File: src/rtl/frame_buffer_scheduler.sv
// Packs camera pixel tokens into PSRAM write bursts, arbitrates them against display reads,
// and ping-pongs frame buffers. Define FB_SCHED_STATS_EN to enable the dropped-token counter.
module frame_buffer_scheduler #(
  parameter int unsigned           FRAME_WIDTH  = 640,
  parameter int unsigned           FRAME_HEIGHT = 480,
  parameter int unsigned           BURST_LEN    = 16,
  parameter int unsigned           ADDR_WIDTH   = 21,
  parameter logic [ADDR_WIDTH-1:0] FRAME0_BASE  = ADDR_WIDTH'(21'h000000),
  parameter logic [ADDR_WIDTH-1:0] FRAME1_BASE  = ADDR_WIDTH'(21'h080000)
) (
  input  logic                         MemClk,
  input  logic                         RST,
  input  logic [16:0]                  queue_data,
  input  logic                         queue_empty,
  output logic                         queue_rd_en,
  output logic                         mem_cmd_valid,
  input  logic                         mem_cmd_ready,
  output logic                         mem_cmd_write,
  output logic [ADDR_WIDTH-1:0]        mem_cmd_addr,
  output logic [$clog2(BURST_LEN):0]   mem_cmd_len,
  output logic [15:0]                  mem_wdata,
  output logic                         mem_wdata_valid,
  input  logic                         mem_wdata_ready,
  input  logic                         rd_req_valid,
  input  logic [ADDR_WIDTH-1:0]        rd_req_offset,
  input  logic [$clog2(BURST_LEN):0]   rd_req_len,
  output logic                         rd_req_ready,
  output logic                         frame_swap,
  output logic                         display_buf,
  output logic [15:0]                  drop_count
);

  localparam int unsigned LEN_W = $clog2(BURST_LEN) + 1;
  localparam int unsigned IDX_W = $clog2(BURST_LEN);
  localparam int unsigned COL_W = $clog2(FRAME_WIDTH + 1);
  localparam logic [LEN_W-1:0]      BLEN     = LEN_W'(BURST_LEN);
  localparam logic [COL_W-1:0]      FWID     = COL_W'(FRAME_WIDTH);
  localparam logic [ADDR_WIDTH-1:0] ROW_STEP = ADDR_WIDTH'(FRAME_WIDTH);

  if ((FRAME_WIDTH % BURST_LEN) != 0 || FRAME_HEIGHT == 0) begin : g_cfg_check
    $error("frame_buffer_scheduler: FRAME_WIDTH must be a multiple of BURST_LEN");
  end

  typedef enum logic [1:0] {ARB_IDLE, ISSUE_WR, STREAM_WR, ISSUE_RD} arb_state_t;

  arb_state_t              state;
  logic                    wr_buf;
  logic                    frame_active;
  logic                    first_row;
  logic [ADDR_WIDTH-1:0]   row_base;
  logic [COL_W-1:0]        col;
  logic [LEN_W-1:0]        count;
  logic [ADDR_WIDTH-1:0]   start_addr;
  logic                    flush_pend;
  logic                    swap_pend;
  logic                    last_grant_wr;
  logic [LEN_W-1:0]        idx;
  logic [15:0]             pbuf [BURST_LEN];

  logic                    is_ctrl;
  logic                    px_take;
  logic                    wd_fire;
  logic                    last_word;
  logic [LEN_W-1:0]        idx_nxt;
  logic [ADDR_WIDTH-1:0]   wr_base;
  logic [ADDR_WIDTH-1:0]   disp_base;

  always_comb begin
    queue_rd_en  = !queue_empty && (count < BLEN) && !flush_pend;
    is_ctrl      = queue_data[16];
    px_take      = queue_rd_en && !is_ctrl && frame_active && (col < FWID);
    wd_fire      = mem_wdata_valid && mem_wdata_ready;
    idx_nxt      = idx + LEN_W'(1);
    last_word    = (idx_nxt == mem_cmd_len);
    wr_base      = wr_buf ? FRAME1_BASE : FRAME0_BASE;
    disp_base    = display_buf ? FRAME1_BASE : FRAME0_BASE;
    rd_req_ready = (state == ISSUE_RD) && mem_cmd_ready;
  end

  always_ff @(posedge MemClk) begin
    if (px_take) pbuf[count[IDX_W-1:0]] <= queue_data[15:0];
  end

  // Intake stalls whenever a flush is pending, so the buffer and its fill count
  // are stable from the moment a burst is requested until its last word streams out.
  always_ff @(posedge MemClk or posedge RST) begin
    if (RST) begin
      state           <= ARB_IDLE;
      wr_buf          <= 1'b0;
      display_buf     <= 1'b1;
      frame_swap      <= 1'b0;
      frame_active    <= 1'b0;
      first_row       <= 1'b0;
      row_base        <= '0;
      col             <= '0;
      count           <= '0;
      start_addr      <= '0;
      flush_pend      <= 1'b0;
      swap_pend       <= 1'b0;
      last_grant_wr   <= 1'b1;
      idx             <= '0;
      mem_cmd_valid   <= 1'b0;
      mem_cmd_write   <= 1'b0;
      mem_cmd_addr    <= '0;
      mem_cmd_len     <= '0;
      mem_wdata       <= '0;
      mem_wdata_valid <= 1'b0;
    end else begin
      frame_swap <= 1'b0;

      if (queue_rd_en) begin
        if (is_ctrl) begin
          case (queue_data[15:0])
            16'h0000: begin
              frame_active <= 1'b1;
              first_row    <= 1'b1;
              row_base     <= '0;
              col          <= '0;
              count        <= '0;
            end
            16'h0001: begin
              if (first_row) begin
                first_row <= 1'b0;
              end else begin
                if (count != '0) flush_pend <= 1'b1;
                row_base <= row_base + ROW_STEP;
                col      <= '0;
              end
            end
            16'hFFFF: begin
              frame_active <= 1'b0;
              if (count != '0) begin
                flush_pend <= 1'b1;
                swap_pend  <= 1'b1;
              end else begin
                display_buf <= wr_buf;
                wr_buf      <= !wr_buf;
                frame_swap  <= 1'b1;
              end
            end
            default: ;
          endcase
        end else if (px_take) begin
          if (count == '0) start_addr <= wr_base + row_base + ADDR_WIDTH'(col);
          count <= count + LEN_W'(1);
          col   <= col + COL_W'(1);
          if (count + LEN_W'(1) == BLEN) flush_pend <= 1'b1;
        end
      end

      case (state)
        ARB_IDLE: begin
          if (flush_pend && (!rd_req_valid || !last_grant_wr)) begin
            state         <= ISSUE_WR;
            last_grant_wr <= 1'b1;
            mem_cmd_valid <= 1'b1;
            mem_cmd_write <= 1'b1;
            mem_cmd_addr  <= start_addr;
            mem_cmd_len   <= count;
          end else if (rd_req_valid) begin
            state         <= ISSUE_RD;
            last_grant_wr <= 1'b0;
            mem_cmd_valid <= 1'b1;
            mem_cmd_write <= 1'b0;
            mem_cmd_addr  <= disp_base + rd_req_offset;
            mem_cmd_len   <= rd_req_len;
          end
        end
        ISSUE_WR: begin
          if (mem_cmd_ready) begin
            state           <= STREAM_WR;
            mem_cmd_valid   <= 1'b0;
            mem_wdata       <= pbuf[0];
            mem_wdata_valid <= 1'b1;
            idx             <= '0;
          end
        end
        STREAM_WR: begin
          if (wd_fire) begin
            if (last_word) begin
              state           <= ARB_IDLE;
              mem_wdata_valid <= 1'b0;
              count           <= '0;
              flush_pend      <= 1'b0;
              if (swap_pend) begin
                swap_pend   <= 1'b0;
                display_buf <= wr_buf;
                wr_buf      <= !wr_buf;
                frame_swap  <= 1'b1;
              end
            end else begin
              idx       <= idx_nxt;
              mem_wdata <= pbuf[idx_nxt[IDX_W-1:0]];
            end
          end
        end
        ISSUE_RD: begin
          if (mem_cmd_ready) begin
            state         <= ARB_IDLE;
            mem_cmd_valid <= 1'b0;
          end
        end
        default: state <= ARB_IDLE;
      endcase
    end
  end

`ifdef FB_SCHED_STATS_EN
  logic [15:0]      drop_cnt;
  logic [LEN_W-1:0] drop_amt;
  logic [16:0]      drop_sum;

  always_comb begin
    drop_amt = '0;
    if (queue_rd_en) begin
      if (is_ctrl && queue_data[15:0] == 16'h0000) drop_amt = count;
      else if (!is_ctrl && !px_take)               drop_amt = LEN_W'(1);
    end
    drop_sum = {1'b0, drop_cnt} + 17'(drop_amt);
  end

  always_ff @(posedge MemClk or posedge RST) begin
    if (RST) drop_cnt <= '0;
    else     drop_cnt <= drop_sum[16] ? '1 : drop_sum[15:0];
  end

  assign drop_count = drop_cnt;
`else
  assign drop_count = '0;
`endif

endmodule

File: config.mk
export PLATFORM = sky130hd
export DESIGN_NAME = frame_buffer_scheduler
export DESIGN_NICKNAME = d
export VERILOG_FILES = /design/src/rtl/frame_buffer_scheduler.sv
export SDC_FILE = /design/constraint.sdc
export NUM_CORES = 1
export LEC_CHECK = 0
export ABC_AREA = 1
export ABC_CLOCK_PERIOD_IN_PS = 5940
export CAP_MARGIN = 20
export CORE_MARGIN = 5
export CORE_UTILIZATION = 55
export CTS_CLUSTER_DIAMETER = 150
export DETAILED_ROUTE_END_ITERATION = 7
export GPL_TIMING_DRIVEN = 0
export PLACE_DENSITY = 0.75
export SLEW_MARGIN = 20
export SYNTH_ARGS = -nofsm -noshare
export SYNTH_HDL_FRONTEND = slang
export SYNTH_SLANG_ARGS = --single-unit
File: constraint.sdc
create_clock -name MemClk -period 5.94 [get_ports MemClk]
set_input_delay 1.782 -clock MemClk [delete_from_list [all_inputs] [get_ports MemClk]]
set_output_delay 1.782 -clock MemClk [all_outputs]
set_load 0.05 [all_outputs]
==> results.cfg <==
[outcome]
run_status = completed

[yosys]
synthesis.area_mm2 = 0.0166
synth-async-reset-ratio = 0.301
synth_cell_type_count = 48
synth-main-ff-cell = edfxtp_1
yosysTopAreaCellShare = 0.463
yosysWarnings = 0
post_synth.cell_area_avg_um2 = 9.83
synth_enable_flop_cells = 256
post_synth_inst_count = 1688
synth_top_cell_by_area = edfxtp_1
netlist_top_cells_area = edfxtp_1 46%, dfrtp_1 16%, nor2_1 7.8%
synth_sequential_area_ratio = 0.629
ys_seq_elements = 366

[floorplanning]
core_region_area_mm2 = 0.0297
die_h_um = 184
die_x_um = 184
die_area_mm2 = 0.0337
core.rowCount = 63
num_io_pins = 114
initial_core_util = 0.558

[min_path]
worst_hold_path_type = flip-flop to flip-flop

[grt]
grt_pass1_wl_um = 70500
globalRoute.totalOverflow = 0
grt_use_total = 0.270
number_of_global_route_vias_before_repair = 12500
grt_antenna_before_repair = 0
grt_max_degree = 75

[power]
internal_power_w = 0.00544
p_leak_nw = 7.86
netSwitchingPower_w = 0.00363
clock_power_share = 0.268
seq_power_share = 0.334
ir_worst_vdd_v = 0.000262
switching_share = 0.400
cellPowerDensity_mw_per_mm2 = 466
pwr-share-comb = 0.398

[run]
max-cap-violations = 0

[sta]
finalMaxSlewViolations = 0
skew_ns = 0.0409
final-hold-violation-count = 0
hold_ws_ns = 0.481
tightest_slew_ns = 1.11
rsz0062_at_grt = false
timing.final.crit_share = 0.877
period_needed_ns = 5.21
setup_viol = 0
maxClockFrequency_mhz = 192
final_critical_path_setup_slack_ns = 0.729
relSlewSlack = 0.257

[route]
iteration_count_of_the_initial_detailed_routing_pass = 6
drc_errors = 0
drtAntennaViolNets = 0
drt-wirelength-per-cell_um = 20.3
drt_wl_total_um = 46000
drtIter0Drc = 1507
post_drt_via_cell_ratio = 5.67
detailroute.via_count = 12800

[clock_tree]
clk_tree_root_cell = clkbuf_16
cts_sinks = 366
maximum_buffer_depth_of_the_clock_tree = 3
clk_transition_reported_paths_ns = 0.06
cts_made_buffers = 38
cts_setup_buffers = 0
cts-htree-levels = 2
postCtsResizedCells = 0
cts_hold_repair.buffers = 0
clkLatencyLatePin_ns = 0.56
tritoncts = yes

[placed_design]
gp_congestion = 0.973
dp_worst_slack_ns = 0.743
port_buffers = 97
dp.final_hpwl_um = 32100
placedInstanceArea_mm2 = 0.0182

[layout]
area_growth_pct = 17.4
final_net_count = 1906
finalInstanceArea_mm2 = 0.0195
layout_cell_share_with_drive_strength_beyond_1 = 0.0934

[critical_path]
critical_path.endpoint_type = output port
worstSetupPathType = input pin to output port
critical_path.cell_chain = clkdlybuf4s50_1 -> nor2_1 -> nand2_1 -> inv_1 -> clkdlybuf4s50_1
critical_path.max_stage_delay_ns = 0.86
cp_slowest_cell = clkdlybuf4s50_1
crit_required_ns = 4.16
setup.worst_path.start_class = input pin
path_max_fanout = 5
worst-endpoint-arrival_ns = 3.43
crit_top_cell = clkdlybuf4s50_1
## per-layer routing
metal / vias to the layer above / wire length (µm) / track usage
met4: 0 / 1500 / 0.0816
met3: 101 / 4270 / 0.0633
li1: 6006 / - / -
met5: - / 0 / 0
met2: 581 / 21900 / 0.444
met1: 6155 / 18300 / 0.363
## registers in the layout (all words and copies together), names as in the netlist, 2 cells and up
signal	count
col	10
count	5
idx	5
mem_cmd_addr	21
mem_cmd_len	5
mem_wdata	16
pbuf	256
row_base	14
start_addr	21
state	2
## cells by family (layout without fill, tap and decap cells)
family,count (synthesis),in the layout,synth area share
other,1,18,0.000226
AOI/OAI and AO/OA,210,210,0.0684
buffers and inverters,194,364,0.0534
adders and majority gates,13,13,0.00980
xor gates and xnor gates,25,25,0.0132
DFF,366,366,0.629
and+or+nand+nor,879,879,0.226
## synth_stat cells (4+ instances only)
master	number
a21oi_1	9
buf_2	31
o21ai_1	13
xnor2_1	8
nand2_1	287
inv_1	85
dfrtp_1	108
o221ai_1	5
nand2_2	14
o211ai_1	14
nand3_1	181
o21ai_0	161
nand4_1	23
nor2_1	343
inv_2	8
clkbuf_1	37
buf_1	5
buf_4	20
edfxtp_1	256
nor3_1	11
xor2_1	17
ha_1	13
buf_6	4
## layout make-up
cell class / instances / area (µm²)
Fill cell: 2318 / 10200
Inverter: 95 / 363
Sequential cell: 366 / 10400
Timing Repair Buffer: 100 / 1020
Buffer: 99 / 528
Antenna cell: 1 / 2.50
Clock buffer: 49 / 1020
Multi-Input combinational cell: 1144 / 5370
Clock inverter: 21 / 243
Tap cell: 390 / 488
## power groups by stage
stage | Combinational [W] | Sequential (W) | Clock [W]
floorplan | 0.00190 | 0.00355 | 0
global placement | 0.00348 | 0.00308 | 0
detailed placement | 0.00355 | 0.00308 | 0
CTS | 0.00358 | 0.00303 | 0.00245
global route | 0.00393 | 0.00305 | 0.00256
finish | 0.00361 | 0.00303 | 0.00243
## placed cells by master (no fill, tap or decap), drive strengths merged
master           n
o21bai           1
or2              2
o21ai          175
bufinv           5
a21oi           11
a31oi            1
o221ai           5
xor2            17
nor3b            1
edfxtp         256
o311ai           1
dfrtp          108
nand3          183
nor2           349
o211ai          14
o31ai            1
dfstp            2
nand4           23
o22ai            1
nand3b           3
nand2          304
clkdlybuf4s50   97
nor3            13
clkinv          16
clkbuf          87
buf             64
xnor2            8
ha              13
nor4             1
diode            1
conb            17
inv             95
## path summary, 6_finish.rpt
| check | from | endpoint | slack, ns | cells after the start |
|---|---|---|---|---|
| setup / recovery | queue_empty | queue_rd_en | 0.73 | 5 |
| hold / removal | mem_wdata[14] | mem_wdata[14] | 0.48 | 2 |
| setup reg to reg | idx[1] | mem_wdata[5] | 2.96 | 13 |
| hold reg to reg | mem_wdata[14] | mem_wdata[14] | 0.48 | 2 |
| max in group asynchronous | RST | mem_wdata[9] | 3.61 | 3 |
| min in group asynchronous | RST | mem_cmd_valid | 1.63 | 2 |
## worst max-delay path: cells and delay by family
family | cells | cell delay [ns]
buffers and inverters | 3 | 1.39
and+or+nand+nor | 2 | 0.25
## through the flow
step	cells	utilization	TNS [ns]	total power (W)
final	2265	0.656	0	0.00907
after CTS	2264	0.655	0	0.00906
after floorplan	1704	-	0	0.00545
after detailed placement	2194	0.613	0	0.00663
after global placement	2191	0.610	-59.83	0.00655
after global routing	2264	0.655	0	0.00954
Note: power is estimated with default switching activity, not from simulation.
